## src/rtl/acappella_pkg.sv

```systemverilog
// acappella_pkg: shared SDRAM widths, client indices and arbiter state type
package acappella_pkg;
  localparam int SDRAM_ADDR_W = 23;
  localparam int SDRAM_DATA_W = 32;
  localparam int GRANT_W = 3;
  localparam int CLI_LOAD = 0;
  localparam int CLI_MIX = 1;
  localparam int CLI_PITCH = 2;
  localparam int CLI_RECORD = 3;
  localparam int CLI_PLAY = 4;
  typedef enum logic {ARB_IDLE, ARB_BUSY} arb_state_t;
endpackage

```

## src/rtl/rr_pick.sv

```systemverilog
// rr_pick: combinational round-robin priority encoder, searching from last_grant+1
module rr_pick #(
  parameter int N = 5,
  parameter int IDX_W = 3
) (
  input  logic [N-1:0]     req,
  input  logic [IDX_W-1:0] last_grant,
  output logic             valid,
  output logic [IDX_W-1:0] idx
);
  always_comb begin
    valid = 1'b0;
    idx = '0;
    for (int k = N; k >= 1; k--) begin
      if (req[(int'(last_grant) + k) % N]) begin
        valid = 1'b1;
        idx = IDX_W'((int'(last_grant) + k) % N);
      end
    end
  end
endmodule

```

## src/rtl/sdram_arbiter.sv

```systemverilog
// sdram_arbiter: round-robin single-owner arbiter from the processing clients onto SDRAMBus
module sdram_arbiter
  import acappella_pkg::*;
#(
  parameter int N_CLIENTS = 5,
  parameter int ADDR_W = SDRAM_ADDR_W,
  parameter int DATA_W = SDRAM_DATA_W,
  parameter int TIMEOUT = 1024
) (
  input  logic                        i_clk,
  input  logic                        i_rst,
  input  logic [N_CLIENTS-1:0]        cli_read,
  input  logic [N_CLIENTS-1:0]        cli_write,
  input  logic [N_CLIENTS*ADDR_W-1:0] cli_addr,
  input  logic [N_CLIENTS*DATA_W-1:0] cli_writedata,
  output logic [N_CLIENTS-1:0]        cli_finished,
  output logic [DATA_W-1:0]           cli_readdata,
  output logic                        sdram_read,
  output logic                        sdram_write,
  output logic [ADDR_W-1:0]           sdram_addr,
  output logic [DATA_W-1:0]           sdram_writedata,
  input  logic [DATA_W-1:0]           sdram_readdata,
  input  logic                        sdram_finished,
  output logic [GRANT_W-1:0]          grant_id,
  output logic                        busy,
  output logic                        timeout_err
);
  localparam int CNT_W = $clog2(TIMEOUT) > 10 ? $clog2(TIMEOUT) : 10;
  arb_state_t state_q, state_d;
  logic [GRANT_W-1:0] grant_id_q, grant_id_d, last_grant_q, last_grant_d, pick_idx;
  logic [ADDR_W-1:0] addr_q, addr_d;
  logic [DATA_W-1:0] wdata_q, wdata_d;
  logic wr_q, wr_d, timeout_err_q, timeout_err_d, pick_valid;
  logic [CNT_W-1:0] cnt_q, cnt_d;
  rr_pick #(.N(N_CLIENTS), .IDX_W(GRANT_W)) u_pick (
    .req(cli_read | cli_write),
    .last_grant(last_grant_q),
    .valid(pick_valid),
    .idx(pick_idx)
  );
  always_comb begin
    state_d = state_q;
    grant_id_d = grant_id_q;
    last_grant_d = last_grant_q;
    addr_d = addr_q;
    wdata_d = wdata_q;
    wr_d = wr_q;
    cnt_d = cnt_q;
    timeout_err_d = 1'b0;
    if (state_q == ARB_IDLE) begin
      if (pick_valid) begin
        state_d = ARB_BUSY;
        grant_id_d = pick_idx;
        addr_d = cli_addr[int'(pick_idx)*ADDR_W +: ADDR_W];
        wdata_d = cli_writedata[int'(pick_idx)*DATA_W +: DATA_W];
        wr_d = cli_write[pick_idx];
        cnt_d = '0;
      end
    end else if (sdram_finished) begin
      state_d = ARB_IDLE;
      last_grant_d = grant_id_q;
    end else if (cnt_q >= CNT_W'(TIMEOUT-1)) begin
      // completion in the same cycle takes the branch above, so no error is raised then
      state_d = ARB_IDLE;
      last_grant_d = grant_id_q;
      timeout_err_d = 1'b1;
    end else begin
      cnt_d = cnt_q + 1'b1;
    end
  end
  always_ff @(posedge i_clk) begin
    if (i_rst) begin
      state_q <= ARB_IDLE;
      grant_id_q <= '0;
      last_grant_q <= GRANT_W'(N_CLIENTS-1);
      addr_q <= '0;
      wdata_q <= '0;
      wr_q <= 1'b0;
      cnt_q <= '0;
      timeout_err_q <= 1'b0;
    end else begin
      state_q <= state_d;
      grant_id_q <= grant_id_d;
      last_grant_q <= last_grant_d;
      addr_q <= addr_d;
      wdata_q <= wdata_d;
      wr_q <= wr_d;
      cnt_q <= cnt_d;
      timeout_err_q <= timeout_err_d;
    end
  end
  assign busy = state_q == ARB_BUSY;
  assign sdram_read = busy && !wr_q;
  assign sdram_write = busy && wr_q;
  assign sdram_addr = addr_q;
  assign sdram_writedata = wdata_q;
  assign grant_id = grant_id_q;
  assign timeout_err = timeout_err_q;
  assign cli_readdata = sdram_readdata;
  assign cli_finished = (busy && sdram_finished) ? N_CLIENTS'(1) << grant_id_q : '0;
endmodule

```

## config.mk

```make
export PLATFORM = sky130hd
export DESIGN_NAME = sdram_arbiter
export DESIGN_NICKNAME = d
export VERILOG_FILES = /design/src/rtl/acappella_pkg.sv /design/src/rtl/rr_pick.sv /design/src/rtl/sdram_arbiter.sv
export SDC_FILE = /design/constraint.sdc
export NUM_CORES = 1
export LEC_CHECK = 0
export CAP_MARGIN = 20
export CORE_AREA = 2 2 164 166
export DETAILED_ROUTE_END_ITERATION = 8
export DIE_AREA = 0 0 166 168
export GPL_TIMING_DRIVEN = 0
export PLACE_DENSITY = 0.55
export SYNTH_ARGS = -nofsm -noshare
export SYNTH_HDL_FRONTEND = slang
export SYNTH_HIERARCHICAL = 1
export SYNTH_SLANG_ARGS = --single-unit
```

## constraint.sdc

```tcl
create_clock -name i_clk -period 6.1 [get_ports i_clk]
set_input_delay 0.61 -clock i_clk [delete_from_list [all_inputs] [get_ports i_clk]]
set_output_delay 0.61 -clock i_clk [all_outputs]
set_load 0.01 [all_outputs]
```

# Yosys cells after proc, flatten, opt, wreduce, memory -nomap -nowiden
# Index checks and enable logic that the tools add are counted.
# word_totals
inputBits	320
mem_count	0
mem_bits_ro	0
ramBits	0
latch_bits	0
register_bits	74
# classes
bitwise_logic	2
n_reduce_logical	10
addsub	6
order_cmp	7
muxes	39
div	5
eq_ne	2
shift	3
mul	1
# ops
op	n
32-bit by 5-bit < comparator with 1-bit output, second input constant	5
32-bit by 4-bit remainder unit with 32-bit output, second input constant	5
160-bit by 9-bit variable part select with 32-bit output	1
115-bit by 9-bit variable part select with 23-bit output	1
10-bit 2-to-1 mux	4
1-bit 2-to-1 mux	21
3-bit 2-to-1 mux	7
1-bit binary-select mux with 3-bit select	6
10-bit by 1-bit adder with 10-bit output, second input constant	1
10-bit >= comparator, second input constant	1
3-bit by 2-bit adder with 4-bit output, second input constant	2
3-bit by 3-bit adder with 4-bit output, second input constant	2
3-bit by 5-bit multiplier with 8-bit output, second input constant	1
5-bit 2-to-1 mux	1
5-bit OR	1
1-bit by 3-bit << shifter with 5-bit output, first input constant	1
3-bit by 1-bit adder with 4-bit output, second input constant	1
3-bit by 4-bit < comparator with 1-bit output, second input constant	1
2-bit inequality test, second input constant	2
2-bit AND reduction	2
2-bit nonzero test	2
1-bit logical AND	3
3-bit AND reduction	1
3-bit OR reduction	1
other kinds (2)	2

# Depth between registers and ports, before layout
# Gate-level depths: netlist of the first run.
# depth
depth_word	12
mapped_depth	26

# Modules after synthesis
# The synthesis of the first run kept the hierarchy.
# modules_own_cells
mod	area_per_inst_um2	cells_per_inst	n_inst
sdram_arbiter	4570.6	413	1
rr_pick	1721.7	236	1

# Least setup slack after synthesis of the first run
# OpenSTA, ideal clock, no wires.
# synth_path
path_kind	reg2reg
startpoint	register last_grant_q[0]
endpoint	register addr_q[0] (netlist: sdram_addr[0])
setup_ns	0.128
setup_slack_ns	0.648
stages_incl_launch_ff	25
arrival_ns	5.325
path_cell_list	dfxtp_1 > buf_6 > buf_2 > buf_1 > inv_1 > ha_1 > buf_2 > inv_1 > ha_1 > inv_1 > ha_1 > nand2b_1 > o211a_1 > or2_1 > buf_6 > o31ai_4 > nand3_2 > o311ai_2 > a31oi_1 > o32ai_1 > buf_6 > buf_2 > mux4_2 > a222oi_1 > nor2_1
# synth_between
elab_chain_cells	12
# synth_lines
element	line	rtl
from (decl)	sdram_arbiter.sv:30	logic [GRANT_W-1:0] grant_id_q, grant_id_d, last_grant_q, last_grant_d, pick_idx;
from (signal assigned)	sdram_arbiter.sv:75	last_grant_q <= GRANT_W'(N_CLIENTS-1);
from (signal assigned)	sdram_arbiter.sv:84	last_grant_q <= last_grant_d;
3-bit by 3-bit adder with 4-bit output	rr_pick.sv:15, rr_pick.sv:17	
32-bit by 4-bit remainder unit with 32-bit output	rr_pick.sv:15, rr_pick.sv:17	
1-bit binary-select mux with 3-bit select	rr_pick.sv:15	if (req[(int'(last_grant) + k) % N]) begin
1-bit 2-to-1 mux (implied by the code) (2 in a row)	rr_pick.sv:15	
3-bit 2-to-1 mux (4 in a row)	rr_pick.sv:15	
3-bit 2-to-1 mux (*)	rr_pick.sv:15	
net pick_idx[0]	sdram_arbiter.sv:30	
3-bit by 5-bit multiplier with 8-bit output (*)	sdram_arbiter.sv:54	addr_d = cli_addr[int'(pick_idx)*ADDR_W +: ADDR_W];
115-bit by 9-bit variable part select with 23-bit output (*)	sdram_arbiter.sv:54	
to (signal assigned)	sdram_arbiter.sv:85	addr_q <= addr_d;
to (decl)	sdram_arbiter.sv:31	logic [ADDR_W-1:0] addr_q, addr_d;
# Mark *: on every way through the listed nets, which the timed path passes. The rest lies on a longest branch. The select of a mux whose other input is x is not followed.
# A chain may end at the register's enable or synchronous reset.

# Worst setup path in the final report of the first run
# layout_path
startpoint	register last_grant_q[0]
endpoint	register addr_q[11] (netlist: sdram_addr[11])
# Same word-level chain as after synthesis.

==> reports/metrics.cfg, run 1 <==
[worst_setup_path]
slowest_delay_ps = 540
timing.rr.end = sdram_addr[11]
start_kind = flop
end_kind = flop
reg2reg_slack_ps = 440
crit_arrival_ps = 5890
critPathMaxFanout = 10
r2r-start = last_grant_q[0]
required_ps = 6330
cp_slowest_cell = mux4_2
endpoint = sdram_addr[11]
crit_type = reg -> reg
rr_worst_depth = 24
cp_common_cell = buf_6
path_cells = buf_6, buf_4, buf_6, inv_1, ha_4, buf_4, clkbuf_2, a22oi_1, and2_1, ha_1, a221oi_1, or2_1, buf_6, o31ai_4, nand3_2, o311ai_2, a31oi_1, o32ai_2, buf_6, buf_12, buf_8, mux4_2, a222oi_1, nor2_1
cp-startpoint = last_grant_q[0]

[yosys]
yosysTopAreaCell = dfxtp_1
yosys-top-cells-area = dfxtp_1 24%, mux4_2 21%, a222oi_1 8.9%, nor2_1 4.6%, ha_1 4.6%
syn_nets = 992
synth_top_area_share = 0.235
synth_seq_cells = 74
syn_inst = 649
synth_area_um2 = 6290
yosysWarnings = 6
synthFlopType = dfxtp_1
ys_async_sr_fraction = 0
ys_seq_area_frac = 0.235
synth_edf_count = 0
avgSynthCellArea_um2 = 9.70
netlist_top_cells_count = 77 x nor2_1, 74 x dfxtp_1, 60 x mux4_2
yosysMostFrequentCell = nor2_1
yosys.cell_types.count = 78

[timing]
clock-skew-final_ps = 7.92
fin_crit_sh = 0.928
clock.fmax_mhz = 177
maxSlewViolCount = 0
finalCriticalPeriod_ps = 5660
hold_viol_final = 0
tightest_slew_ps = 982
setup_violations = 0
whs_ps = 508
slew-limit-headroom = 0.340
rsz0062_at_grt = false

[route]
drt-total-wl_mm = 30.3
drt_iter0_drc = 655
num_vias = 7130
drc = 0
wire_per_inst_um = 21.7
ant_nets = 0
via_per_inst = 5.10
drt_first_pass_iters = 8

[clock_tree]
ctsLongestPathBuffers = 2
cts_tree = done
worstSkewPairLatency_ps = 350
clkTransAtPathRegs_ps = 60
htree_levels = 3
numCtsBuffers = 9
root_buffer = clkbuf_16
clock-sinks = 74

[grt]
grt_pass1_wl_mm = 45.0
grt_pass1_vias = 7292
grt_max_degree = 13
grt_usage = 0.212
antenna_found_initial = 6
grt_overflow_total = 0

[pwr]
ir_drop_mv = 0.131
power.leakage_nw = 3.99
finalPower_mw = 2.33
powerDensity_nw_per_um2 = 212

[finish]
nets = 1392
final_core_util = 0.418
fillers = 2565
drive_above_1_share = 0.162
syn2layout_area_growth_pct = 74.9

[place]
routabilityCongestion = 0.894
port_buffers = 386
dp_hpwl_mm = 25.2

[floorplanning]
fp.dieH_um = 168
io_pins = 419
dieArea_um2 = 27900
rows = 60
start_util = 0.239
coreArea_um2 = 26400
dieWidth_um = 166

[run]
max-cap-violations = 0

[min_path]
hold_path.class = reg -> reg

[outcome]
status = complete, no violations

## critical path: cells and delay by family, from the launching register on
family	cells	cell delay (ps)
AOI/OAI and AO/OA	7	1700
DFF	1	400
muxes	1	540
adders and majority gates	2	560
buffers and inverters	10	1650
and+or+nand+nor	4	670
## registers in the layout, summed over array words and instances, names as in the netlist
signal,cells
sdram_writedata,32
cnt_q,10
last_grant_q,3
sdram_addr,23
busy,1
timeout_err,1
wr_q,1
grant_id,3
## area by class of cell
type	instances	area [um2]	share of cell area
Sequential cell	74	1480	0.135
Tap cell	341	427	0.0388
Antenna cell	4	10.0	0.000910
Buffer	85	567	0.0515
Inverter	27	105	0.00955
Clock buffer	11	253	0.0230
Clock inverter	4	73.8	0.00671
Timing Repair Buffer	389	3890	0.353
Multi-Input combinational cell	463	4200	0.382
## worst min-delay path by stage
| stage | start | endpoint | slack (ps) | depth (start not counted) |
|---|---|---|---|---|
| 2_1_floorplan | cnt_q[6] | cnt_q[6] | 470 | 1 |
| 3_3_place_gp | cnt_q[1] | cnt_q[1] | 490 | 2 |
| 3_5_place_dp | grant_id[1] | grant_id[1] | 500 | 2 |
| 4_1_cts | grant_id[1] | grant_id[1] | 510 | 2 |
| 5_1_grt | grant_id[1] | grant_id[1] | 540 | 2 |
| 6_report | grant_id[1] | grant_id[1] | 510 | 2 |
## timing repair
action | CTS | global route
gates resized for setup | 14 | 12
pin swaps | 0 | 1
setup endpoints to repair | 61 | 56
hold buffers | 0 | 0
buffers inserted | 0 | 3
## cell usage in the layout, fill, tap and decap left out, types with 5 or more instances in the layout
master and count:
clkbuf_16 9, a31oi_1 5, inv_1 24, mux4_2 60
o21a_1 7, buf_4 44, mux2i_1 5, a21oi_1 24
a221oi_1 7, o21ai_0 16, clkbuf_2 7, or3_1 7
nor2b_1 5, nor3_1 14, nand2_1 34, dfxtp_1 73
clkdlybuf4s50_1 386, nand2b_1 13, nand3_1 8, a222oi_1 56
clkbuf_1 23, buf_6 5, ha_1 22, or2_2 8
nor2_1 77
## through the flow
| step | setup WS [ps] | cells | TNS, ps | cell area (um2) |
|---|---|---|---|---|
| floorplan | 648 | 649 | 0 | 6290 |
| global placement | -867 | 1376 | -37540 | 10600 |
| detailed placement | -862 | 1376 | -35140 | 10600 |
| CTS | 11.1 | 1391 | 0 | 10900 |
| global route | 28.7 | 1395 | 0 | 11000 |
| finish | 442 | 1398 | 0 | 11000 |
## cell families (layout without fill, tap and decap cells)
| group | after synthesis | after routing | share of synthesized area |
|---|---|---|---|
| flops | 74 | 74 | 0.235 |
| compound gates | 170 | 170 | 0.224 |
| fa+ha+maj | 23 | 23 | 0.0457 |
| simple gates | 196 | 196 | 0.153 |
| buf+inv | 112 | 516 | 0.101 |
| xor+xnor | 7 | 7 | 0.0139 |
| other cells | 0 | 4 | 0 |
| mux | 67 | 67 | 0.226 |
## per-layer routing
metal	share of wire	routed length [um]	up-vias	track usage
met5	0.00099	30	-	0
met4	0.025	743	4	0.0699
met3	0.077	2330	40	0.0628
met2	0.52	15700	289	0.385
met1	0.38	11500	3450	0.238
li1	-	-	3347	-
## power breakdown
group | internal (mW) | switching, mW
Sequential | 0.549 | 0.0402
Combinational | 0.665 | 0.474
Clock | 0.379 | 0.225
Total | 1.59 | 0.739
Power figures use the tool's default switching activity.
==> run 2: changes to the inputs <==
- TNS_END_PERCENT: not set -> 50
==> results of run 2 <==
No change in the layout: final DEF, timing and power equal those of run 1.
